$ cat src/rtl/scan_chain_ctrl.sv
// Serialises configuration words LSB-first into a scan flip-flop chain, CHAIN_LEN shifts per run.
// Optional readback CRC of the shifted-out bits is enabled by defining SCAN_CHAIN_CRC_EN.
module scan_chain_ctrl #(
  parameter int unsigned CHAIN_LEN = 64,
  parameter int unsigned DATA_W    = 8,
  parameter int unsigned CRC_W     = 16
) (
  input  logic              CK,
  input  logic              RSTN,
  input  logic              start,
  input  logic              abort,
  input  logic [DATA_W-1:0] cfg_data,
  input  logic              cfg_valid,
  output logic              cfg_ready,
  output logic              scan_en,
  output logic              scan_in,
  output logic              scan_clk_en,
  input  logic              scan_out,
  output logic              busy,
  output logic              done,
  output logic [CRC_W-1:0]  crc
);

  localparam int unsigned CntW  = $clog2(CHAIN_LEN + 1);
  localparam int unsigned WordW = $clog2(DATA_W + 1);

  typedef enum logic [1:0] {StIdle, StLoad, StShift, StDone} state_e;

  state_e            state_q, state_d;
  logic [CntW-1:0]   bit_cnt_q, bit_cnt_d;
  logic [WordW-1:0]  word_cnt_q, word_cnt_d;
  logic [DATA_W-1:0] shreg_q, shreg_d;
  logic              cfg_ready_q, cfg_ready_d;
  logic              scan_en_q, scan_en_d;
  logic              scan_clk_en_q, scan_clk_en_d;
  logic              busy_q, busy_d;
  logic              done_q, done_d;
  logic              start_acc;
  logic [31:0]       bits_left;

  assign bits_left = 32'(bit_cnt_q);

  always_comb begin
    state_d    = state_q;
    bit_cnt_d  = bit_cnt_q;
    word_cnt_d = word_cnt_q;
    shreg_d    = shreg_q;
    start_acc  = 1'b0;
    if (abort) begin
      state_d = StIdle;
      shreg_d = '0;
    end else begin
      unique case (state_q)
        StIdle: begin
          bit_cnt_d = CntW'(CHAIN_LEN);
          shreg_d   = '0;
          if (start) begin
            state_d   = StLoad;
            start_acc = 1'b1;
          end
        end
        StLoad: begin
          if (cfg_valid && cfg_ready_q) begin
            shreg_d = cfg_data;
            // Final word may be short; its unused upper bits are never shifted.
            if (bits_left < DATA_W) word_cnt_d = WordW'(bits_left);
            else                    word_cnt_d = WordW'(DATA_W);
            state_d = StShift;
          end
        end
        StShift: begin
          bit_cnt_d  = bit_cnt_q - CntW'(1);
          word_cnt_d = word_cnt_q - WordW'(1);
          shreg_d    = shreg_q >> 1;
          if (word_cnt_q == WordW'(1)) begin
            // Clearing here keeps scan_in at 0 whenever the chain clock is off.
            shreg_d = '0;
            state_d = (bit_cnt_q == CntW'(1)) ? StDone : StLoad;
          end
        end
        StDone:  state_d = StIdle;
        default: state_d = StIdle;
      endcase
    end
  end

  // Outputs are decoded from the next state so every port comes straight from a flop.
  always_comb begin
    cfg_ready_d   = (state_d == StLoad);
    scan_en_d     = (state_d == StShift);
    scan_clk_en_d = (state_d == StShift);
    busy_d        = (state_d != StIdle);
    done_d        = (state_d == StDone);
  end

  always_ff @(posedge CK or negedge RSTN) begin
    if (!RSTN) begin
      state_q       <= StIdle;
      bit_cnt_q     <= '0;
      word_cnt_q    <= '0;
      shreg_q       <= '0;
      cfg_ready_q   <= 1'b0;
      scan_en_q     <= 1'b0;
      scan_clk_en_q <= 1'b0;
      busy_q        <= 1'b0;
      done_q        <= 1'b0;
    end else begin
      state_q       <= state_d;
      bit_cnt_q     <= bit_cnt_d;
      word_cnt_q    <= word_cnt_d;
      shreg_q       <= shreg_d;
      cfg_ready_q   <= cfg_ready_d;
      scan_en_q     <= scan_en_d;
      scan_clk_en_q <= scan_clk_en_d;
      busy_q        <= busy_d;
      done_q        <= done_d;
    end
  end

  assign cfg_ready   = cfg_ready_q;
  assign scan_en     = scan_en_q;
  assign scan_in     = shreg_q[0];
  assign scan_clk_en = scan_clk_en_q;
  assign busy        = busy_q;
  assign done        = done_q;

`ifdef SCAN_CHAIN_CRC_EN
  localparam logic [CRC_W-1:0] Poly = CRC_W'(16'h1021);

  logic [CRC_W-1:0] crc_q, crc_d;

  // MSB-first serial CRC over the bit leaving the chain on each shift edge.
  always_comb begin
    crc_d = crc_q;
    if (start_acc) begin
      crc_d = '1;
    end else if (scan_clk_en_q) begin
      crc_d = {crc_q[CRC_W-2:0], 1'b0} ^ ((crc_q[CRC_W-1] ^ scan_out) ? Poly : '0);
    end
  end

  always_ff @(posedge CK or negedge RSTN) begin
    if (!RSTN) crc_q <= '1;
    else       crc_q <= crc_d;
  end

  assign crc = crc_q;
`else
  logic unused_crc_inputs;
  assign unused_crc_inputs = scan_out ^ start_acc;
  assign crc = '1;
`endif

endmodule

$ cat config.mk
export PLATFORM = sky130hd
export DESIGN_NAME = scan_chain_ctrl
export DESIGN_NICKNAME = d
export VERILOG_FILES = /design/src/rtl/scan_chain_ctrl.sv
export SDC_FILE = /design/constraint.sdc
export NUM_CORES = 1
export LEC_CHECK = 0
export CAP_MARGIN = 5
export CORE_ASPECT_RATIO = 1.2
export CORE_UTILIZATION = 53
export DETAILED_ROUTE_END_ITERATION = 10
export GPL_TIMING_DRIVEN = 1
export PLACE_DENSITY = 0.83
export SETUP_SLACK_MARGIN = 0.15
export SLEW_MARGIN = 20
export SYNTH_ARGS = -nofsm -noshare
export SYNTH_HDL_FRONTEND = slang
export SYNTH_SLANG_ARGS = --single-unit
$ cat constraint.sdc
create_clock -name CK -period 4.6 [get_ports CK]
set_input_delay 0.92 -clock CK [delete_from_list [all_inputs] [get_ports CK]]
set_output_delay 0.92 -clock CK [all_outputs]
set_load 0.01 [all_outputs]
==> flow_summary.yaml <==
power_and_ir_drop:
  ir_worst_vdd_v: 0.000370
  power_leakage_uw: 0.000734
  cellPowerDensity_mw_per_mm2: 502
  report.power.total_uw: 833
worst_setup_path:
  category_of_cells_accounting_for_the_largest_share_of_critical_path_delay: "buffers and inverters"
  cp_slowest_cell: "clkdlybuf4s50_1"
  crit_type: "flip-flop to output pin"
  category_of_the_worst_setup_path_launch_point: "flip-flop"
  worstSetupEndpointType: "output pin"
  arrival_time_of_the_worst_setup_path_ns: 1.27
  rrSetupSlack_ns: 2.44
  critical_path_buf_inv_count: 1
  critical_path.max_stage_delay_ns: 0.55
  critical_path_peak_fanout: 4
  crit_required_ns: 3.68
  worstPathCellList: "clkdlybuf4s50_1"
timing:
  number_of_pins_with_negative_max_slew_slack_in_the_final_report: 0
  finalSetupTns_ns: 0
  post-route-min-period_ns: 2.19
  timing.final.hold_violations: 0
  timing.fmax_mhz: 456
  timing.clock.skew_ns: 0.00697
  finalSetupViolCount: 0
  worst_slew_pin_slew_ns: 0.618
  final_clock_period_utilization_by_the_worst_path_pct: 47.7
  slew_headroom_pct: 58.8
  postLayoutSetupSlackWorst_ns: 2.41
  rsz0062_at_grt: "no"
place:
  routabilityCongestion: 0.831
  detailedPlace.worstSlack_ns: 2.12
  post_detailed_placement_half_perimeter_wirelength_um: 2050
  placement.io_buffers: 18
logic_synthesis:
  commonest_register_cell_after_synthesis: "dfrtp_1"
  synth.yosys.warnings: 0
  synthArstFlopShare_pct: 100
  post_synth_num_cell_types: 41
  synthMostInstantiatedCell: "dfrtp_1"
  post_synth_most_frequent_cells: "dfrtp_1 (25), buf_4 (17), nand2_1 (13)"
  postSynthCellCount: 157
  post_synth.cell_area_avg_um2: 9.71
  synth.cell_area_mm2: 0.00152
  postSynthRegisterBits: 25
  synthTopCellsByArea: "dfrtp_1 (41%), buf_4 (8.4%), ha_1 (5.7%)"
  synthDominantCellAreaShare_pct: 41.1
  synth_enable_flop_cells: 0
  synth_sequential_area_ratio_pct: 41.1
  synth_top_area_cell: "dfrtp_1"
global_route:
  grt.total_usage_pct: 20.8
  grt_overflow_total: 0
  first_global_vias: 1121
  number_of_antenna_violations_at_the_first_check_in_global_routing: 0
  maximum_number_of_pins_on_one_net_before_global_route_repair: 26
  grt_pass1_wl_um: 4850
final_layout:
  num-nets-final: 194
  fraction_of_layout_cells_with_a_size_suffix_above_1_pct: 8.14
  fillCellCount: 212
  ant_cells: 0
  syn2layout_area_growth_pct: 8.95
detailed_routing:
  drt_drc_violations_left: 0
  detail_route.first_pass.iterations: 4
  wl_per_cell_um: 13.6
  number_of_design_rule_violations_left_by_the_first_detailed_router_iteration: 37
  vias: 1158
  drt-vias-per-instance: 5.65
  drt.antenna.violating_nets: 0
  detail_route.wirelength_um: 2790
job:
  count_of_max_cap_constraint_violations: 0
floorplan:
  start_util_pct: 58.0
  floorplan.die.width_um: 51.0
  io_pins: 36
  dieArea_mm2: 0.00309
  fp-row-count: 20
  coreArea_mm2: 0.00263
  die_h_um: 60.7
clock_tree:
  postCtsSetupRepairBufs: 0
  cts_stage_hold_buffer_count: 0
  tritoncts.num_buffers: 3
  clockBufferDepth: 2
  clock-root-buffer: "clkbuf_4"
  cts_tree: "done"
  clock_latency_on_the_worst_skew_pair_ns: 0.31
  cts.sink_count: 25
  clkSlewWorstSetupHoldPaths_ns: 0.14
  post_cts_resize_count: 0
  h-tree-depth: 1
min_path:
  hold_class: "flip-flop to flip-flop"
status:
  run_status: "completed"
kinds of logic after synthesis:
| family | after synthesis | synth area share (%) |
|---|---|---|
| simple gates | 46 | 16.5 |
| buf+inv | 32 | 13.1 |
| mux | 4 | 2.87 |
| compound gates | 42 | 20.4 |
| other cells | 1 | 0.246 |
| flops | 25 | 41.1 |
| fa+ha+maj | 7 | 5.75 |
area by class of cell:
type	instances	area (µm²)	area share, %
clock buffer	4	26.3	1.58
inverter	10	37.5	2.26
multi-input combinational	115	754	45.4
sequential	25	626	37.7
tap	33	41.3	2.49
timing repair buffer	18	175	10.6
per-layer routing:
metal  vias to the layer above  GRT usage (%)  wire [µm]
met5                         -              0          0
met4                         0           6.35         15
met3                         2           3.26         99
met2                        25           36.8       1470
met1                       575           26.0       1200
li1                        556              -          -
stage by stage:
stage / util, % / hold WS (ns) / cell area, µm² / cells
floorplan: - / 0.457 / 1580 / 172
global placement: 62.4 / 0.472 / 1640 / 201
detailed placement: 62.4 / 0.474 / 1640 / 201
CTS: 63.4 / 0.509 / 1670 / 205
global route: 63.2 / 0.519 / 1660 / 205
finish: 63.2 / 0.506 / 1660 / 205
path summary, 6_finish.rpt:
check                           depth (start not counted)       start            to
worst max-delay path                                    1   cfg_ready     cfg_ready
worst min register to register                          1  shreg_q[0]    shreg_q[0]
worst min-delay path                                    1  shreg_q[0]    shreg_q[0]
min in group asynchronous                               1        RSTN  bit_cnt_q[4]
max in group asynchronous                               1        RSTN    shreg_q[5]
worst max register to register                          6  state_q[0]     cfg_ready
report_power, final:
part	switching [µW]	internal [µW]	total [µW]
combinational	223	182	404
clock	63.3	33.9	97.1
sequential	57.8	274	332
registers in the layout (all words and copies together), names as in the netlist:
| name | flops |
|---|---|
| done | 1 |
| word_cnt_q | 4 |
| cfg_ready | 1 |
| bit_cnt_q | 7 |
| scan_clk_en | 1 |
| state_q | 2 |
| shreg_q | 8 |
| busy | 1 |
cell usage in the layout, fill, tap and decap left out, types with 2 or more instances in the layout:
master / instances
dfrtp_1: 25
clkdlybuf4s50_1: 17
conb_1: 16
nand2_1: 13
inv_1: 10
nor2_1: 10
o21ai_0: 8
o2bb2ai_1: 8
a22oi_1: 7
ha_1: 7
nand2b_1: 5
a21oi_1: 4
nor3_1: 3
mux2_2: 3
a22o_1: 3
clkbuf_4: 3
a21o_1: 2
nor2b_1: 2
nand3_1: 2
or2_2: 2
a211oi_1: 2
No activity file was read; power rests on OpenSTA's default activity.
